$ cat config.mk
export PLATFORM = sky130hd
export DESIGN_NAME = aes256_cipher_core
export DESIGN_NICKNAME = d
export VERILOG_FILES = /design/src/rtl/aes256_cipher_core_pkg.sv /design/src/rtl/aes256_cipher_core_round.sv /design/src/rtl/aes256_cipher_core.sv
export SDC_FILE = /design/constraint.sdc
export NUM_CORES = 2
export LEC_CHECK = 0
export BUFFER_PORTS_ARGS = -buffer_cell sky130_fd_sc_hd__buf_2
export CORE_AREA = 2 2 712 360
export DETAILED_ROUTE_END_ITERATION = 7
export DIE_AREA = 0 0 714 362
export PLACE_DENSITY_LB_ADDON = 0.05
export RECOVER_POWER = 50
export SYNTH_ARGS = -nofsm -noshare
export SYNTH_HDL_FRONTEND = slang
export SYNTH_HIERARCHICAL = 1
export SYNTH_SLANG_ARGS = --single-unit
export TNS_END_PERCENT = 50
$ cat constraint.sdc
create_clock -name Clk -period 9.9 [get_ports Clk]
set_input_delay 1.485 -clock Clk [delete_from_list [all_inputs] [get_ports Clk]]
set_output_delay 1.485 -clock Clk [all_outputs]
set_load 0.01 [all_outputs]
$ cat src/rtl/aes256_cipher_core_pkg.sv
// Shared AES definitions for the iterative AES-256 cipher core:
// FSM state encoding, block/round constants and GF(2^8) helpers.
package aes256_cipher_core_pkg;

    localparam int AES_NR    = 14;
    localparam int AES_BLK_W = 128;

    typedef enum logic [1:0] {
        ST_IDLE     = 2'd0,
        ST_WAIT_KEY = 2'd1,
        ST_ROUND    = 2'd2,
        ST_DONE     = 2'd3
    } aes_state_e;

    // Forward S-box, entry 0 first.
    localparam logic [0:255][7:0] SBOX = {
        128'h637c777bf26b6fc53001672bfed7ab76,
        128'hca82c97dfa5947f0add4a2af9ca472c0,
        128'hb7fd9326363ff7cc34a5e5f171d83115,
        128'h04c723c31896059a071280e2eb27b275,
        128'h09832c1a1b6e5aa0523bd6b329e32f84,
        128'h53d100ed20fcb15b6acbbe394a4c58cf,
        128'hd0efaafb434d338545f9027f503c9fa8,
        128'h51a3408f929d38f5bcb6da2110fff3d2,
        128'hcd0c13ec5f974417c4a77e3d645d1973,
        128'h60814fdc222a908846eeb814de5e0bdb,
        128'he0323a0a4906245cc2d3ac629195e479,
        128'he7c8376d8dd54ea96c56f4ea657aae08,
        128'hba78252e1ca6b4c6e8dd741f4bbd8b8a,
        128'h703eb5664803f60e613557b986c11d9e,
        128'he1f8981169d98e949b1e87e9ce5528df,
        128'h8ca1890dbfe6426841992d0fb054bb16
    };

    // Multiply by 2 in GF(2^8) modulo x^8+x^4+x^3+x+1.
    function automatic logic [7:0] xtime(input logic [7:0] b);
        return {b[6:0], 1'b0} ^ (b[7] ? 8'h1b : 8'h00);
    endfunction

    function automatic logic [7:0] sub_byte(input logic [7:0] b);
        return SBOX[b];
    endfunction

endpackage

$ cat src/rtl/aes256_cipher_core_round.sv
// One combinational AES round: SubBytes, ShiftRows, MixColumns (skipped
// on the final round) and AddRoundKey. Byte 0 of a block is bits [127:120];
// state column c holds bytes 4c..4c+3, row r of column c is byte 4c+r.
module aes256_cipher_core_round
    import aes256_cipher_core_pkg::*;
(
    input  logic [AES_BLK_W-1:0] state_i,
    input  logic [AES_BLK_W-1:0] round_key_i,
    input  logic                 final_i,
    output logic [AES_BLK_W-1:0] state_o
);

    logic [7:0] sb [16];
    logic [7:0] sr [16];
    logic [7:0] mc [16];

    // Round transform on the whole block
    always_comb begin
        // NOTE: every always_comb target gets a default first, so no path can leave it unassigned and infer a latch.
        sb      = '{default: 8'h00};
        sr      = '{default: 8'h00};
        mc      = '{default: 8'h00};
        state_o = '0;

        for (int i = 0; i < 16; i++) begin
            sb[i] = sub_byte(state_i[127-8*i -: 8]);
        end

        // Row r rotates left by r columns.
        for (int c = 0; c < 4; c++) begin
            for (int r = 0; r < 4; r++) begin
                sr[4*c+r] = sb[4*((c+r)%4)+r];
            end
        end

        for (int c = 0; c < 4; c++) begin
            mc[4*c+0] = xtime(sr[4*c]) ^ xtime(sr[4*c+1]) ^ sr[4*c+1] ^ sr[4*c+2] ^ sr[4*c+3];
            mc[4*c+1] = sr[4*c] ^ xtime(sr[4*c+1]) ^ xtime(sr[4*c+2]) ^ sr[4*c+2] ^ sr[4*c+3];
            mc[4*c+2] = sr[4*c] ^ sr[4*c+1] ^ xtime(sr[4*c+2]) ^ xtime(sr[4*c+3]) ^ sr[4*c+3];
            mc[4*c+3] = xtime(sr[4*c]) ^ sr[4*c] ^ sr[4*c+1] ^ sr[4*c+2] ^ xtime(sr[4*c+3]);
        end

        for (int i = 0; i < 16; i++) begin
            state_o[127-8*i -: 8] = (final_i ? sr[i] : mc[i]) ^ round_key_i[127-8*i -: 8];
        end
    end

endmodule

$ cat src/rtl/aes256_cipher_core.sv
// Iterative AES-256 encryption core, one round per clock, reading round keys
// from an upstream key-expansion block through key_addr/round_key.
// Optional feature: define AES_CT_HOLD_EN to give ciphertext its own register
// that holds the last result; otherwise ciphertext is the live state register.
module aes256_cipher_core
    import aes256_cipher_core_pkg::*;
#(
    parameter int NR         = AES_NR,
    parameter int KEY_ADDR_W = 4
) (
    input  logic                  Clk,
    input  logic                  Rst,
    input  logic                  start,
    input  logic [AES_BLK_W-1:0]  plaintext,
    input  logic                  key_ready,
    input  logic [AES_BLK_W-1:0]  round_key,
    output logic [KEY_ADDR_W-1:0] key_addr,
    output logic                  busy,
    output logic                  done,
    output logic [AES_BLK_W-1:0]  ciphertext
);

    aes_state_e            state_q, state_d;
    logic [KEY_ADDR_W-1:0] cnt_q, cnt_d;
    logic [AES_BLK_W-1:0]  pt_q, pt_d;
    logic [AES_BLK_W-1:0]  blk_q, blk_d;
    logic [AES_BLK_W-1:0]  round_out;
    logic                  last_round;

    assign last_round = (cnt_q == KEY_ADDR_W'(NR));

    aes256_cipher_core_round u_round (
        .state_i     (blk_q),
        .round_key_i (round_key),
        .final_i     (last_round),
        .state_o     (round_out)
    );

    // FSM next state, round counter and state-register update selection
    always_comb begin
        state_d = state_q;
        cnt_d   = cnt_q;
        pt_d    = pt_q;
        blk_d   = blk_q;
        case (state_q)
            ST_IDLE: begin
                if (start) begin
                    pt_d = plaintext;
                    if (key_ready) begin
                        blk_d   = plaintext ^ round_key;
                        cnt_d   = KEY_ADDR_W'(1);
                        state_d = ST_ROUND;
                    end else begin
                        state_d = ST_WAIT_KEY;
                    end
                end
            end
            ST_WAIT_KEY: begin
                if (key_ready) begin
                    blk_d   = pt_q ^ round_key;
                    cnt_d   = KEY_ADDR_W'(1);
                    state_d = ST_ROUND;
                end
            end
            ST_ROUND: begin
                blk_d = round_out;
                if (last_round) begin
                    cnt_d   = '0;
                    state_d = ST_DONE;
                end else begin
                    cnt_d = cnt_q + KEY_ADDR_W'(1);
                end
            end
            ST_DONE: state_d = ST_IDLE;
            default: state_d = ST_IDLE;
        endcase
    end

    // State, counter and datapath registers; reset aborts to idle at once
    always_ff @(posedge Clk or negedge Rst) begin
        if (!Rst) begin
            state_q <= ST_IDLE;
            cnt_q   <= '0;
            pt_q    <= '0;
            blk_q   <= '0;
        end else begin
            // NOTE: non-blocking so every register samples pre-edge values, independent of statement order.
            state_q <= state_d;
            cnt_q   <= cnt_d;
            pt_q    <= pt_d;
            blk_q   <= blk_d;
        end
    end

    // cnt is zero outside ROUND, so it doubles as the key index everywhere.
    assign key_addr = cnt_q;
    assign busy     = (state_q == ST_WAIT_KEY) || (state_q == ST_ROUND);
    assign done     = (state_q == ST_DONE);

`ifdef AES_CT_HOLD_EN
    logic [AES_BLK_W-1:0] ct_q;

    // Result register, loaded only on the edge that enters DONE
    always_ff @(posedge Clk or negedge Rst) begin
        if (!Rst) begin
            ct_q <= '0;
        end else if (state_q == ST_ROUND && last_round) begin
            ct_q <= round_out;
        end
    end

    assign ciphertext = ct_q;
`else
    assign ciphertext = blk_q;
`endif

endmodule

Yosys cells after proc, flatten, opt, wreduce, memory -nomap -nowiden
Memory sizes are Yosys's and may differ from the RTL's.
Cells that the tools add are included.
{"block": "word_totals", "reg_bits": 262, "latchBits": 0, "ram_bits": 0, "rom_bits": 32768, "inputBits": 260, "out_inout_bits": 134, "wordCells": 243, "memories": 16}
{"block": "op_classes", "add_sub_neg": 1, "multipliers": 0, "div": 0, "order_cmp": 16, "eq_ne": 8, "shifts": 0, "muxes": 77, "bitwise": 114, "n_reduce_logical": 7}
{"memory": "(no name shown)", "words": 256, "word_bits": 8, "read_ports": 1, "rd_clocked_by_memory_dff": 0, "write_ports": 0, "line": "aes256_cipher_core_pkg.sv:41", "rtl": "return SBOX[b];"}
{"memory": "(no name shown)", "words": 256, "word_bits": 8, "read_ports": 1, "rd_clocked_by_memory_dff": 0, "write_ports": 0, "line": "aes256_cipher_core_pkg.sv:41"}
{"memory": "(no name shown)", "words": 256, "word_bits": 8, "read_ports": 1, "rd_clocked_by_memory_dff": 0, "write_ports": 0, "line": "aes256_cipher_core_pkg.sv:41"}
{"memory": "(no name shown)", "words": 256, "word_bits": 8, "read_ports": 1, "rd_clocked_by_memory_dff": 0, "write_ports": 0, "line": "aes256_cipher_core_pkg.sv:41"}
{"memory": "(no name shown)", "words": 256, "word_bits": 8, "read_ports": 1, "rd_clocked_by_memory_dff": 0, "write_ports": 0, "line": "aes256_cipher_core_pkg.sv:41"}
{"memory": "(no name shown)", "words": 256, "word_bits": 8, "read_ports": 1, "rd_clocked_by_memory_dff": 0, "write_ports": 0, "line": "aes256_cipher_core_pkg.sv:41"}
{"memory": "10 more memories"}
{"op": "$xor A8 B8 Y8", "n": 96}
{"op": "$mux W128", "n": 3}
{"op": "$mux W8", "n": 48}
{"op": "$pmux W128 S3", "n": 1}
{"op": "$xor A128 B128 Y128", "n": 2}
{"op": "$ge A9 B9 Y1 const B", "n": 16}
{"op": "$not A8 Y9", "n": 16}
{"op": "$mux W5", "n": 16}
{"op": "$mux W4", "n": 3}
{"op": "$pmux W4 S3", "n": 1}
{"op": "$mux W2", "n": 4}
{"op": "$pmux W2 S4", "n": 1}
{"op": "$ne A2 B2 Y1 const B", "n": 3}
{"op": "$add A4 B1 Y4 const B", "n": 1}
{"op": "$eq A2 B2 Y1 const B", "n": 2}
{"op": "$eq A4 B4 Y1 const B", "n": 1}
{"op": "$reduce_and A2 Y1", "n": 2}
{"op": "$reduce_and A4 Y1", "n": 1}
{"op": "$reduce_and A3 Y1", "n": 1}
{"op": "$reduce_bool A3 Y1", "n": 1}
{"op": "$eq A2 B1 Y1 const B", "n": 1}
{"op": "$logic_not A2 Y1", "n": 1}
{"op": "$ne A2 B1 Y1 const B", "n": 1}
{"op": "$logic_or A1 B1 Y1", "n": 1}

Logic depth before layout (Yosys ltp)
{"block": "logic_depth", "ltp_word": 13, "depth_mapped": 19, "ltp_nobuf": 16}

Hierarchy
The synthesis kept the hierarchy.
{"module": "aes256_cipher_core_round", "n_inst": 1, "cells_each": 9440, "area_per_inst_um2": 62239.7, "seq_area_each_um2": 0.0}
{"module": "aes256_cipher_core", "n_inst": 1, "cells_each": 1030, "area_per_inst_um2": 13158.9, "seq_area_each_um2": 6556.3}

Worst setup path before layout
Ideal clock, no wire load.
{"block": "synth_timing", "path_kind": "flip-flop to flip-flop", "startpoint": "register blk_q[41], in the netlist ciphertext[41]", "endpoint": "register blk_q[113], in the netlist ciphertext[113]", "setup_ps": 126, "arrival_time_ps": 4914, "required_ps": 9774, "setup_slack_ps": 4860, "stages_incl_launch_ff": 18, "n_path_buf": 4, "period_less_slack_ps": 5040, "path_cell_list": "dfrtp_1 > clkbuf_1 > buf_2 > buf_1 > inv_1 > ha_1 > clkbuf_1 > mux4_2 > a2111oi_0 > a211oi_1 > a211oi_1 > xnor2_1 > xnor3_1 > xor2_1 > o21ai_1 > xor2_1 > and3_1 > a221o_1"}
{"block": "synth_via", "elab_chain_len": 12}
{"element": "start, declared", "line": "aes256_cipher_core.sv:26", "rtl": "logic [AES_BLK_W-1:0] blk_q, blk_d;"}
{"element": "start signal, assigned", "line": "aes256_cipher_core.sv:91", "rtl": "blk_q <= blk_d;"}
{"element": "$not A8 Y9 (not written as such) *", "line": "aes256_cipher_core_pkg.sv:41"}
{"element": "$mem_v2 Z256 W8 *"}
{"element": "$mux W8 (not written as such) * (2 in a row)", "line": "aes256_cipher_core_pkg.sv:41"}
{"element": "$mux W5", "line": "aes256_cipher_core_pkg.sv:37", "rtl": "return {b[6:0], 1'b0} ^ (b[7] ? 8'h1b : 8'h00);"}
{"element": "$xor A8 B8 Y8", "line": "aes256_cipher_core_pkg.sv:37"}
{"element": "$xor A8 B8 Y8", "line": "aes256_cipher_core_round.sv:38", "rtl": "mc[4*c+1] = sr[4*c] ^ xtime(sr[4*c+1]) ^ xtime(sr[4*c+2]) ^ sr[4*c+2] ^ sr[4*c+3];"}
{"element": "$xor A8 B8 Y8 * (2 in a row)", "line": "aes256_cipher_core_round.sv:38"}
{"element": "$mux W8 *", "line": "aes256_cipher_core_round.sv:44", "rtl": "state_o[127-8*i -: 8] = (final_i ? sr[i] : mc[i]) ^ round_key_i[127-8*i -: 8];"}
{"element": "$xor A8 B8 Y8 *", "line": "aes256_cipher_core_round.sv:44"}
{"element": "named net round_out[113]", "line": "aes256_cipher_core.sv:27", "rtl": "logic [AES_BLK_W-1:0] round_out;"}
{"element": "$pmux W128 S3 *", "line": "aes256_cipher_core.sv:45", "rtl": "case (state_q)"}
Mark *: on every way through the listed nets, which the timed path passes. The rest lies on a longest branch. The select of a mux whose other input is x is not followed.
A chain may end at the register's enable or synchronous reset.

==> metrics.md <==
| Metric | Value |
|---|---|
| Dpl hpwl | `373,000 um` |
| Sequential cell area | `6690 sq um` |
| Critical Path AT | `7.14 ns` |
| Total die area | `258,000 sq um` |
| Fill count | `27,800` |
| Hold Vio Cnt, Final | `0` |
| Multi-input logic area | `62,700 sq um` |
| Hold Crit Class | `reg -> reg` |
| Max Cap Violations | `9` |
| Most common cell in the netlist | `o21ai_0` |
| CP required | `9.43 ns` |
| CTS Buf Count | `40` |
| Setup bufs post-CTS | `0` |
| Cell breakdown of the critical path | `clkbuf_1 > clkbuf_1` |
| DRT iter0 DRCs | `16,800` |
| Final ANT Viol Nets | `0` |
| Clk Latency, worst-skew pair | `0.68 ns` |
| Slowest stage delay, CP | `2.89 ns` |
| Number of port buffers | `393` |
| First-pass GRT wire length | `695,000 um` |
| Minimum clock period | `7.61 ns` |
| Worst setup EP type | `async pin` |
| Final Setup Violations | `0` |
| Cell family with most CP delay | `buffers and inverters` |
| Yosys reg bits | `262` |
| Pin slew with the least headroom to its limit | `4.20 ns` |
| Placer Congestion | `1.04` |
| Clk sink count | `262` |
| CP max-delay cell | `clkbuf_1` |
| CORE AREA | `253,000 sq um` |
| Initial Util | `0.298` |
| Largest net degree at the start of global routing | `129` |
| Detailed Route WL | `503,000 um` |
| Routed len/inst | `37.4 um` |
| GRT Residual Overflow | `0` |
| Synthesized instance count | `10,500` |
| # IOs | `394` |
| Share of layout cells above drive strength 1 | `0.138` |
| Slew headroom | `-1.80` |
| Clock-pin slew on the worst setup and hold paths | `0.07 ns` |
| Most used DFF post-synth | `dfrtp_1` |
| Post-synth top cells | `o21ai_0, nand2_1, a21oi_1` |
| Hold_sp | `pt_q[53]$_DFFE_PN0P_` |
| Cell mode on critical path | `clkbuf_1` |
| TNS Setup | `0 ns` |
| Reg2reg start | `ciphertext[120]$_DFFE_PN0P_` |
| Slew Viols, Final | `238` |
| Antenna violations before repair | `33` |
| Netlist cell types | `115` |
| Ys Warns | `6` |
| GRT Total Usage | `0.367` |
| Failing checks | `max-capacitance violations, max-slew violations` |
| # hold bufs at CTS | `0` |
| Syn Area/Cell | `7.20 sq um` |
| Number of remaining DRC errors | `0` |
| Total number of vias | `93,600` |
| Root buf cell | `clkbuf_16` |
| Max Freq | `131 MHz` |
| Sequential share of the synthesized area | `0.0870` |
| Post-synth ARST share | `1.00` |
| EDFF count, synth | `0` |
| Vias in the first global route | `84,000` |
| Synth Net Count | `11,000` |
| DR pass1 iterations | `7` |
| Vias per inst | `6.96` |
| Nets | `10,500` |
| Die H | `362 um` |
| Mapped Area | `75,400 sq um` |
| Area growth, synth to finish | `6.59%` |
| Row Count | `131` |
| TritonCTS clock tree | `yes` |
| Unrepaired setup endpoints after global routing | `no` |
| Die width | `714 um` |
| Clock Path Buffers | `3` |
| Resized Gates After CTS | `0` |
| Clk_skew | `0.0546 ns` |
| Worst Setup SP | `Rst` |
| Tcrit/Tclk final | `0.768` |
| Max FO, Critical Path | `48` |
| Yosys top cell area share | `0.0870` |
| CP Buf/Inv Count | `2` |
| Worst Setup Start Kind | `primary input` |
| Outcome | `complete, but fails checks` |
| Synth area leader | `dfrtp_1` |
| Kind of critical path | `in -> async` |
| Htree depth | `2` |
| Largest cells by area after synthesis | `dfrtp_1, o21ai_0, xnor2_1` |
## cell usage in the layout, fill, tap and decap left out, types with 193 or more instances in the layout
cell type,count
a211oi_1,197
a21oi_1,669
a31oi_1,208
and3_1,206
buf_2,385
buf_4,338
dfrtp_1,213
ha_1,238
mux2i_1,288
nand2_1,737
nand2b_1,395
nand3_1,284
nor2_1,599
nor2b_1,359
nor3_1,316
o211ai_1,193
o21ai_0,757
xnor2_1,398
xor2_1,197
## stage by stage
step	setup slack, ns	hold slack (ns)	area (sq um)	instances	utilization
floorplan	4.86	0.479	75400	10500	-
global placement	3.19	0.487	79000	13400	0.312
detailed placement	3.34	0.493	79000	13400	0.312
CTS	3.32	0.506	80400	13400	0.318
global route	1.58	0.513	80400	13400	0.318
finish	2.29	0.505	80400	13500	0.318
## worst reg2reg max path: stages (launching register included)
cell	delay, ns
dfrtp_1	0.32
buf_4	0.35
inv_1	0.30
ha_1	0.79
mux2i_1	0.21
nor2_1	0.17
o32ai_1	0.10
a2111oi_0	1.25
a311oi_2	0.37
xnor2_2	0.54
xnor3_1	0.47
o21ai_0	0.77
xor2_1	0.17
and3_1	0.22
a221o_1	0.41
## area by class of cell
class	instances	share of cell area
Clock inverter	20	0.00336
Tap cell	3391	0.0528
Inverter	183	0.00861
Timing Repair Buffer	736	0.0568
Antenna cell	10	0.000311
Sequential cell	262	0.0832
Multi-Input combinational cell	8800	0.780
Clock buffer	54	0.0146
## per-layer routing
metal  vias up  share of wire  global-route usage
met5         -        0.00092              0.0105
met3       469           0.15               0.162
li1      39100              -                   -
met4        20          0.018              0.0530
met2      6824           0.35               0.439
met1     47300           0.48               0.579
## sequential cells by signal, summed over array words and instances, names as in the netlist
signal / cells
ciphertext: 128
key_addr: 4
pt_q: 128
state_q: 2
## cells by family (layout without fill, tap and decap cells)
family	after synthesis	count (layout)	share of synthesized area
AOI/OAI and AO/OA	3792	3792	0.359
xor gates and xnor gates	660	660	0.0882
adders and majority gates	238	238	0.0395
buffers and inverters	1408	993	0.0820
DFF	262	262	0.0870
muxes	577	577	0.100
other	0	10	0
and+or+nand+nor	3533	3533	0.244
## final timing paths
check                      depth (start not counted)  slack, ns                           to
max                                                2       2.29  ciphertext[123]$_DFFE_PN0P_
min                                                1       0.50         pt_q[53]$_DFFE_PN0P_
max reg2reg                                       14       3.28   ciphertext[97]$_DFFE_PN0P_
min reg2reg                                        1       0.50         pt_q[53]$_DFFE_PN0P_
max in group Clk                                  14       3.28   ciphertext[97]$_DFFE_PN0P_
min in group asynchronous                          1       2.26         pt_q[29]$_DFFE_PN0P_
Power is left out: the tool's default activity adds up to more than one toggle a clock period on the data nets, which glitch-free logic cannot reach.
